$ cat src/rtl/uart_pkg.sv
// Shared types and constants for the UART transmit path.
package uart_pkg;

    typedef enum logic [1:0] {
        IDLE  = 2'd0,
        START = 2'd1,
        DATA  = 2'd2,
        STOP  = 2'd3
    } state_e;

    localparam int UART_DATA_W     = 8;
    localparam int UART_STOP_BITS  = 1;
    localparam int CLKS_115200_50M = 434;

endpackage

$ cat src/rtl/sync_fifo.sv
// Small synchronous FIFO with an occupancy counter; dout shows the head entry
// combinationally so a pop captures it on the same edge.
module sync_fifo #(
    parameter int DW = 8,
    parameter int AW = 4
) (
    input  logic          clk,
    input  logic          rst,
    input  logic          push,
    input  logic          pop,
    input  logic [DW-1:0] din,
    output logic [DW-1:0] dout,
    output logic [AW:0]   level,
    output logic          full,
    output logic          empty
);

    localparam int DEPTH = 1 << AW;

    logic [DW-1:0] mem_q [DEPTH];
    logic [AW-1:0] wptr_q;
    logic [AW-1:0] rptr_q;
    logic [AW:0]   level_q;
    logic          do_push;
    logic          do_pop;

    assign do_push = push & ~full;
    assign do_pop  = pop & ~empty;

    // Pointers wrap naturally; full/empty come from the counter, not pointer compare.
    always_ff @(posedge clk or posedge rst) begin
        if (rst) begin
            wptr_q  <= '0;
            rptr_q  <= '0;
            level_q <= '0;
        end else begin
            if (do_push) wptr_q <= wptr_q + 1'b1;
            if (do_pop)  rptr_q <= rptr_q + 1'b1;
            case ({do_push, do_pop})
                2'b10:   level_q <= level_q + 1'b1;
                2'b01:   level_q <= level_q - 1'b1;
                default: level_q <= level_q;
            endcase
        end
    end

    always_ff @(posedge clk) begin
        if (do_push) mem_q[wptr_q] <= din;
    end

    assign dout  = mem_q[rptr_q];
    assign level = level_q;
    assign full  = (level_q == (AW+1)'(DEPTH));
    assign empty = (level_q == '0);

endmodule

$ cat src/rtl/uart_tx_fifo.sv
// Buffered 8N1 UART transmitter: bytes queue in a FIFO and are shifted out LSB
// first on tx, with all line-facing outputs registered.
module uart_tx_fifo
    import uart_pkg::*;
#(
    parameter int CLKS_PER_BIT = CLKS_115200_50M,
    parameter int FIFO_AW      = 4
) (
    input  logic             clk,
    input  logic             rst,
    input  logic             send,
    input  logic [7:0]       data,
    output logic             tx,
    output logic             busy,
    output logic             full,
    output logic [FIFO_AW:0] level,
    output logic             ovf,
    output state_e           state_dbg
);

    localparam logic [15:0] BAUD_LAST = 16'(CLKS_PER_BIT - 1);
    localparam logic [2:0]  BIT_LAST  = 3'(UART_DATA_W - 1);

    state_e                 state_q;
    logic [15:0]            baud_cnt_q;
    logic [2:0]             bit_cnt_q;
    logic [UART_DATA_W-1:0] sh_q;
    logic                   tx_q;
    logic                   busy_q;
    logic                   ovf_q;

    logic                   fifo_push;
    logic                   fifo_pop;
    logic [7:0]             fifo_dout;
    logic                   fifo_empty;
    logic                   baud_last;

    // Handshake: send is a one-cycle strobe accepted only when the registered
    // full is low; a same-cycle pop never frees room for it, and a refused
    // byte is dropped with a one-cycle ovf pulse on the next cycle.
    assign fifo_push = send & ~full;
    assign fifo_pop  = (state_q == IDLE) & ~fifo_empty;
    assign baud_last = (baud_cnt_q == BAUD_LAST);

    sync_fifo #(
        .DW (UART_DATA_W),
        .AW (FIFO_AW)
    ) u_fifo (
        .clk   (clk),
        .rst   (rst),
        .push  (fifo_push),
        .pop   (fifo_pop),
        .din   (data),
        .dout  (fifo_dout),
        .level (level),
        .full  (full),
        .empty (fifo_empty)
    );

    always_ff @(posedge clk or posedge rst) begin
        if (rst) begin
            state_q    <= IDLE;
            baud_cnt_q <= '0;
            bit_cnt_q  <= '0;
            sh_q       <= '0;
            tx_q       <= 1'b1;
            busy_q     <= 1'b0;
            ovf_q      <= 1'b0;
        end else begin
            ovf_q  <= send & full;
            busy_q <= (state_q != IDLE) | (level != '0);
            case (state_q)
                IDLE: begin
                    tx_q <= 1'b1;
                    if (fifo_pop) begin
                        sh_q       <= fifo_dout;
                        baud_cnt_q <= '0;
                        state_q    <= START;
                    end
                end
                START: begin
                    tx_q <= 1'b0;
                    if (baud_last) begin
                        baud_cnt_q <= '0;
                        bit_cnt_q  <= '0;
                        state_q    <= DATA;
                    end else begin
                        baud_cnt_q <= baud_cnt_q + 1'b1;
                    end
                end
                DATA: begin
                    tx_q <= sh_q[0];
                    if (baud_last) begin
                        baud_cnt_q <= '0;
                        sh_q       <= sh_q >> 1;
                        if (bit_cnt_q == BIT_LAST) begin
                            state_q <= STOP;
                        end else begin
                            bit_cnt_q <= bit_cnt_q + 1'b1;
                        end
                    end else begin
                        baud_cnt_q <= baud_cnt_q + 1'b1;
                    end
                end
                STOP: begin
                    tx_q <= 1'b1;
                    if (baud_last) begin
                        baud_cnt_q <= '0;
                        state_q    <= IDLE;
                    end else begin
                        baud_cnt_q <= baud_cnt_q + 1'b1;
                    end
                end
                default: state_q <= IDLE;
            endcase
        end
    end

    assign tx        = tx_q;
    assign busy      = busy_q;
    assign ovf       = ovf_q;
    assign state_dbg = state_q;

endmodule

$ cat config.mk
export PLATFORM = sky130hd
export DESIGN_NAME = uart_tx_fifo
export DESIGN_NICKNAME = d
export VERILOG_FILES = /design/src/rtl/uart_pkg.sv /design/src/rtl/sync_fifo.sv /design/src/rtl/uart_tx_fifo.sv
export SDC_FILE = /design/constraint.sdc
export NUM_CORES = 1
export LEC_CHECK = 0
export CELL_PAD_IN_SITES_DETAIL_PLACEMENT = 1
export CELL_PAD_IN_SITES_GLOBAL_PLACEMENT = 2
export CORE_MARGIN = 4
export CORE_UTILIZATION = 49
export DETAILED_ROUTE_END_ITERATION = 10
export PLACE_DENSITY_LB_ADDON = 0.12
export SLEW_MARGIN = 30
export SYNTH_ARGS = -nofsm -noshare
export SYNTH_HDL_FRONTEND = slang
export SYNTH_SLANG_ARGS = --single-unit
$ cat constraint.sdc
create_clock -name clk -period 6.4 [get_ports clk]
set_input_delay 0.64 -clock clk [delete_from_list [all_inputs] [get_ports clk]]
set_output_delay 0.64 -clock clk [all_outputs]
set_load 0.005 [all_outputs]
# ---- After elaboration in Yosys (flattened, before gate mapping)
# Memories as Yosys holds them, arrays and structs flattened.
# Index checks and enable logic that the tools add are counted.
dict set report totals {
  ramBits 128
  register_bits 45
  in_bits 11
  output_inout_bits 11
  elab_cells 71
  memories 1
}
dict set report classes {
  n_mux 20
  bitwise 8
  eq_ne 14
  n_reduce_logical 12
  add_sub_neg 6
}
# memory depth width rd rd_ports_with_merged_regs write_ports line_no
set mem_list {}
lappend mem_list {u_fifo.mem_q 16 8 1 0 1 sync_fifo.sv:20} ;# logic [DW-1:0] mem_q [DEPTH];
# cell n
set op_table {}
lappend op_table {{2-to-1 mux 16 bit} 2}
lappend op_table {{one-hot mux 16 bit (2 select lines)} 1}
lappend op_table {{adder 16 x 1 -> 16 bit, second input constant} 1}
lappend op_table {{== test 16 x 9 -> 1 bit, second input constant} 1}
lappend op_table {{2-to-1 mux 8 bit} 2}
lappend op_table {{one-hot mux 8 bit (2 select lines)} 1}
lappend op_table {{2-to-1 mux 2 bit} 5}
lappend op_table {{inequality test 2 bit, second input constant} 5}
lappend op_table {{one-hot mux 5 bit (2 select lines)} 1}
lappend op_table {{2-to-1 mux 3 bit} 3}
lappend op_table {{adder 4 x 1 -> 4 bit, second input constant} 2}
lappend op_table {{one-hot mux 2 bit (4 select lines)} 1}
lappend op_table {{nonzero test 2 bit} 4}
lappend op_table {{== test 2 bit, second input constant} 3}
lappend op_table {{one-hot mux 3 bit (2 select lines)} 1}
lappend op_table {{adder 5 x 1 -> 5 bit, second input constant} 1}
lappend op_table {{AND 1 bit} 5}
lappend op_table {{== test 5 bit, second input constant} 1}
lappend op_table {{zero test 5 bit} 1}
lappend op_table {{AND reduction 5 bit} 1}
lappend op_table {{nonzero test 5 bit} 1}
lappend op_table {{subtractor 5 x 1 -> 5 bit, second input constant} 1}
lappend op_table {{== test 2 x 1 -> 1 bit, second input constant} 2}
lappend op_table {{AND reduction 4 bit} 1}
lappend op_table {{11 further kinds} 13}

# ---- Logic depth before layout (Yosys ltp)
dict set report depth {
  word_depth 6
  depth_mapped 15
  depth_no_buf 12
}

# ---- Modules after synthesis
# From an unflattened synthesis, not the netlist that was laid out.
dict set report hier_totals {
  cells_unflattened 508
  hier_area_um2 7628.6
}
# mod cells_per_inst area_per_inst_um2 instances
set by_module_without_submodules {}
lappend by_module_without_submodules {sync_fifo 333 5796.8 1}
lappend by_module_without_submodules {uart_tx_fifo 175 1831.8 1}

# ---- Worst setup path after synthesis
# Ideal clock, no wire load.
dict set report synth_path {
  path_kind {register to register}
  from {register u_fifo.level_q[2] (netlist: u_fifo.level[2])}
  to {register u_fifo.level_q[4] (netlist: u_fifo.level[4])}
  path_stages_with_launch 15
  path_slack_ps 3634
  t_required_ps 6321
  n_path_buf 2
  t_arrival_ps 2687
  cell_sequence {dfrtp_1 nor4_1 nand2_1 and2_1 clkbuf_1 inv_1 ha_1 clkbuf_1 xor2_1 ha_1 o21a_1 o21ai_0 nand3b_1 a21oi_1 xor2_1}
}
dict set report synth_between {
  elab_chain_len 6
  word_cells_on_any_way 14
}
# element line_no
set synth_lines {}
lappend synth_lines {{start: declaration} sync_fifo.sv:23} ;# logic [AW:0] level_q;
lappend synth_lines {{start signal: assignment} sync_fifo.sv:40} ;# 2'b10: level_q <= level_q + 1'b1;
lappend synth_lines {{start signal: assignment} sync_fifo.sv:41} ;# 2'b01: level_q <= level_q - 1'b1;
lappend synth_lines {{start signal: assignment} sync_fifo.sv:42} ;# default: level_q <= level_q;
lappend synth_lines {{== test 5 bit or zero test 5 bit (tied branches)} {sync_fifo.sv:53, sync_fifo.sv:54}}
lappend synth_lines {{inverter 1 bit, on equally long branches} --}
lappend synth_lines {{AND 1 bit, on equally long branches} {uart_tx_fifo.sv:41, uart_tx_fifo.sv:42}}
lappend synth_lines {{AND 1 bit, on equally long branches} {sync_fifo.sv:27, sync_fifo.sv:28}}
lappend synth_lines {{== test 2 x 1 -> 1 bit or == test 2 bit (tied branches)} sync_fifo.sv:39} ;# case ({do_push, do_pop})
lappend synth_lines {{one-hot mux 5 bit (2 select lines) or nonzero test 2 bit (tied branches)} --}
# Several ways; a longest one is shown, not always the timed one.
# A chain may end at the register's enable or synchronous reset.

# ---- Worst setup path after layout
dict set report layout_path {
  from {register state_q[0] (netlist: state_dbg[0])}
  to {register u_fifo.level_q[4] (netlist: u_fifo.level[4])}
}
dict set report layout_between {
  elab_chain_len 5
  word_cells_on_any_way 7
}
# element line_no
set layout_lines {}
lappend layout_lines {{start: declaration} uart_tx_fifo.sv:24} ;# state_e state_q;
lappend layout_lines {{start signal: assignment} uart_tx_fifo.sv:62} ;# state_q <= IDLE;
lappend layout_lines {{start signal: assignment} uart_tx_fifo.sv:78} ;# state_q <= START;
lappend layout_lines {{start signal: assignment} uart_tx_fifo.sv:86} ;# state_q <= DATA;
lappend layout_lines {{zero test 2 bit *} uart_tx_fifo.sv:42} ;# assign fifo_pop = (state_q == IDLE) & ~fifo_empty;
lappend layout_lines {{AND 1 bit *} uart_tx_fifo.sv:42}
lappend layout_lines {{AND 1 bit *} sync_fifo.sv:28} ;# assign do_pop = pop & ~empty;
lappend layout_lines {{== test 2 x 1 -> 1 bit or == test 2 bit (tied branches)} sync_fifo.sv:39}
lappend layout_lines {{one-hot mux 5 bit (2 select lines) or nonzero test 2 bit (tied branches)} --}
# Mark *: on every way between the ends. The rest lies on a longest branch, timed or not.

==> results.md <==
- Status: finished, final reports clean
- Multiplexer share of the synthesized area: 0.120
- Worst rel slew slack: 0.465
- Chip height: 131 um
- Remaining Overflow, GRT: 0
- Number of synthesized flops with an enable pin: 128
- Seq/Total Area, Yosys: 0.667
- CTS buffer count: 17
- Storage element area: 0.00497 mm^2
- Syn Nets: 516
- Largest area contributor in the synthesized netlist: edfxtp_1
- Gate Count Post-Synth: 487
- Worst skew pair latency: 430 ps
- Synth Register Bits: 173
- Die width: 131 um
- Synth Area in Compound Gates: 0.0715
- Synth Area in XOR/XNOR: 0.0200
- Routability cong.: 0.761
- Top cells by area, synth: edfxtp_1 52%, dfrtp_1 15%, mux4_2 5.7%
- Final Max Tran Viols: 0
- Worst hold slack: 517 ps
- Design area: 0.00841 mm^2
- Die area: 0.0173 mm^2
- Area grow syn2layout: 12.8%
- RSZ-0062 raised after global routing: false
- Endpoints failing setup: 0
- Initial antenna violation count: 0
- Post-synth top area share: 0.516
- Filler cells: 1352
- Kind of end point of the critical path: register
- Worst Path Arrival: 3400 ps
- Vias per inst: 5.97
- Syn avg cell area: 15.3 um^2
- Final Core Density: 0.572
- Final setup TNS: 0 ps
- Clk pin slew, worst setup/hold paths: 70 ps
- Most frequent cells in the layout: 128 x edfxtp_1, 42 x dfrtp_1, 30 x mux2i_1
- Detailed-route DRC error count: 0
- Critical Setup Path Class: register to register
- Initial Util: 0.507
- Most common cell after layout, fill and taps aside: edfxtp_1
- Netlist cell types: 53
- Fin nets: 537
- Post-route clock skew: 11.4 ps
- Drt wl/cell: 24.1 um
- CTS resizes: 0
- Post-CTS Setup Bufs: 0
- Dominant synthesized flop cell: edfxtp_1
- Share of layout cells above drive strength 1: 0.173
- Htree depth: 4
- TritonRoute pass-1 iters: 4
- IO Pins: 22
- Critical Path Fanout Max: 7
- Startpoint class of the critical path: register
- Simple-gate share of the synthesized area: 0.0698
- Placed cell area: 0.00785 mm^2
- P_leak: 0.00302 uW
- Hold Buf Count CTS: 0
- CTS Sinks: 173
- Initial DRC count: 310
- Row count: 44
- Yosys warns: 0
- Longest Clk Path Bufs: 2
- Core ar.: 0.0147 mm^2
- First-pass GRT wire length: 27.1 mm
- Vias in the first global route: 4553
- CTS tree: done
- Hold crit path type: register to register
- Power Dens Cells: 446 mW/mm^2
- Largest family of logic cells by synthesized area: multiplexers
- Critical Path RT: 6740 ps
- Post-synthesis adder-cell area fraction: 0.0302
- FFs w/ async S/R, synth: 0.260
- Final worst-path cycle share: 0.479
- GR Util All Layers: 0.207
- Area of the multi-input gates: 0.00237 mm^2
- Root buffer cell: clkbuf_16
- Worst slew pin tran: 801 ps
- Maxcap violations: 0
- Detail Placement HPWL: 10.9 mm
- Post-route ant nets: 0
- Inserted Diodes: 0
- Fin. Hold Viols: 0
- DR vias: 4211
- Final WL: 17.0 mm
- Max frequency: 0.326 GHz
- Cell area after synthesis: 0.00746 mm^2
- VDD IR max: 232 uV
- Largest net degree at the start of global routing: 46
- IO buf count: 21
- Final Critical Period: 3060 ps
state kept, by name (all words and copies together), names as in the netlist, 2 cells and up:
signal         cells
u_fifo.rptr_q      4
u_fifo.wptr_q      4
u_fifo.level       5
u_fifo.mem_q     128
state_dbg          2
baud_cnt_q        16
sh_q               8
bit_cnt_q          3
metrics by stage:
step / setup WS (ps) / total power (uW) / instances
after floorplan: 3630 / 2430 / 487
after global placement: 3360 / 2750 / 673
after detailed placement: 3290 / 2820 / 673
after CTS: 3280 / 3790 / 705
after global routing: 3050 / 3980 / 705
final: 3340 / 3750 / 705
path summary, 6_finish.rpt:
kind | cells past startpoint | end | from | slack (ps)
worst max-delay path | 11 | u_fifo.level[4] | state_dbg[0] | 3340
worst min-delay path | 1 | sh_q[5] | sh_q[5] | 520
worst max register to register | 11 | u_fifo.level[4] | state_dbg[0] | 3340
worst min register to register | 1 | sh_q[5] | sh_q[5] | 520
max in group asynchronous | 2 | u_fifo.rptr_q[0] | rst | 5330
min in group asynchronous | 2 | u_fifo.wptr_q[2] | rst | 640
per-layer routing:
metal,GRT usage,vias to the layer above,share of wire
met1,0.294,2163,0.45
met3,0.0386,28,0.060
met2,0.319,102,0.46
met4,0.0863,0,0.027
met5,0,-,0
li1,-,1918,-
logic make-up after synthesis:
logic type                 Yosys count
adders and majority gates           18
AOI/OAI and AO/OA                   80
muxes                               61
and+or+nand+nor                    102
xor gates and xnor gates            17
DFF                                173
buffers and inverters               36
power breakdown:
part	switching, uW	internal (uW)
Clock	429	533
Combinational	632	558
Sequential	212	1390
critical path: stages, from the launching register on:
cell and delay, ps:
dfrtp_1 420, inv_1 140, ha_1 280, nor2b_1 550, ha_1 430, xor2_1 120
ha_1 230, o21a_1 170, o21ai_0 180, nand3b_1 100, a21oi_1 190, xor2_1 170
synth_stat cells (4+ instances only):
| cell | number |
|---|---|
| o21ai_0 | 26 |
| clkbuf_1 | 11 |
| nor4_1 | 4 |
| edfxtp_1 | 128 |
| a31oi_1 | 8 |
| mux2_4 | 8 |
| xor2_1 | 10 |
| nand2_1 | 27 |
| dfrtp_1 | 44 |
| a22o_1 | 4 |
| buf_2 | 5 |
| mux2_2 | 4 |
| a21oi_1 | 7 |
| inv_1 | 11 |
| a22oi_1 | 10 |
| mux4_2 | 19 |
| a221oi_1 | 14 |
| ha_1 | 18 |
| nor2b_1 | 4 |
| nand3_1 | 9 |
| xnor2_1 | 7 |
| nor2_1 | 27 |
| mux2i_1 | 30 |
| nand4_1 | 4 |
| nor3_1 | 6 |
final cells by class:
cell class,count,share of cell area
clock buffers,22,0.0564
repair buffers,24,0.0277
well taps,184,0.0274
multi-input cells,278,0.281
inverters,14,0.00654
clock inverters,10,0.00952
flip-flops and latches,173,0.591
No activity file was read; power rests on OpenSTA's default activity.
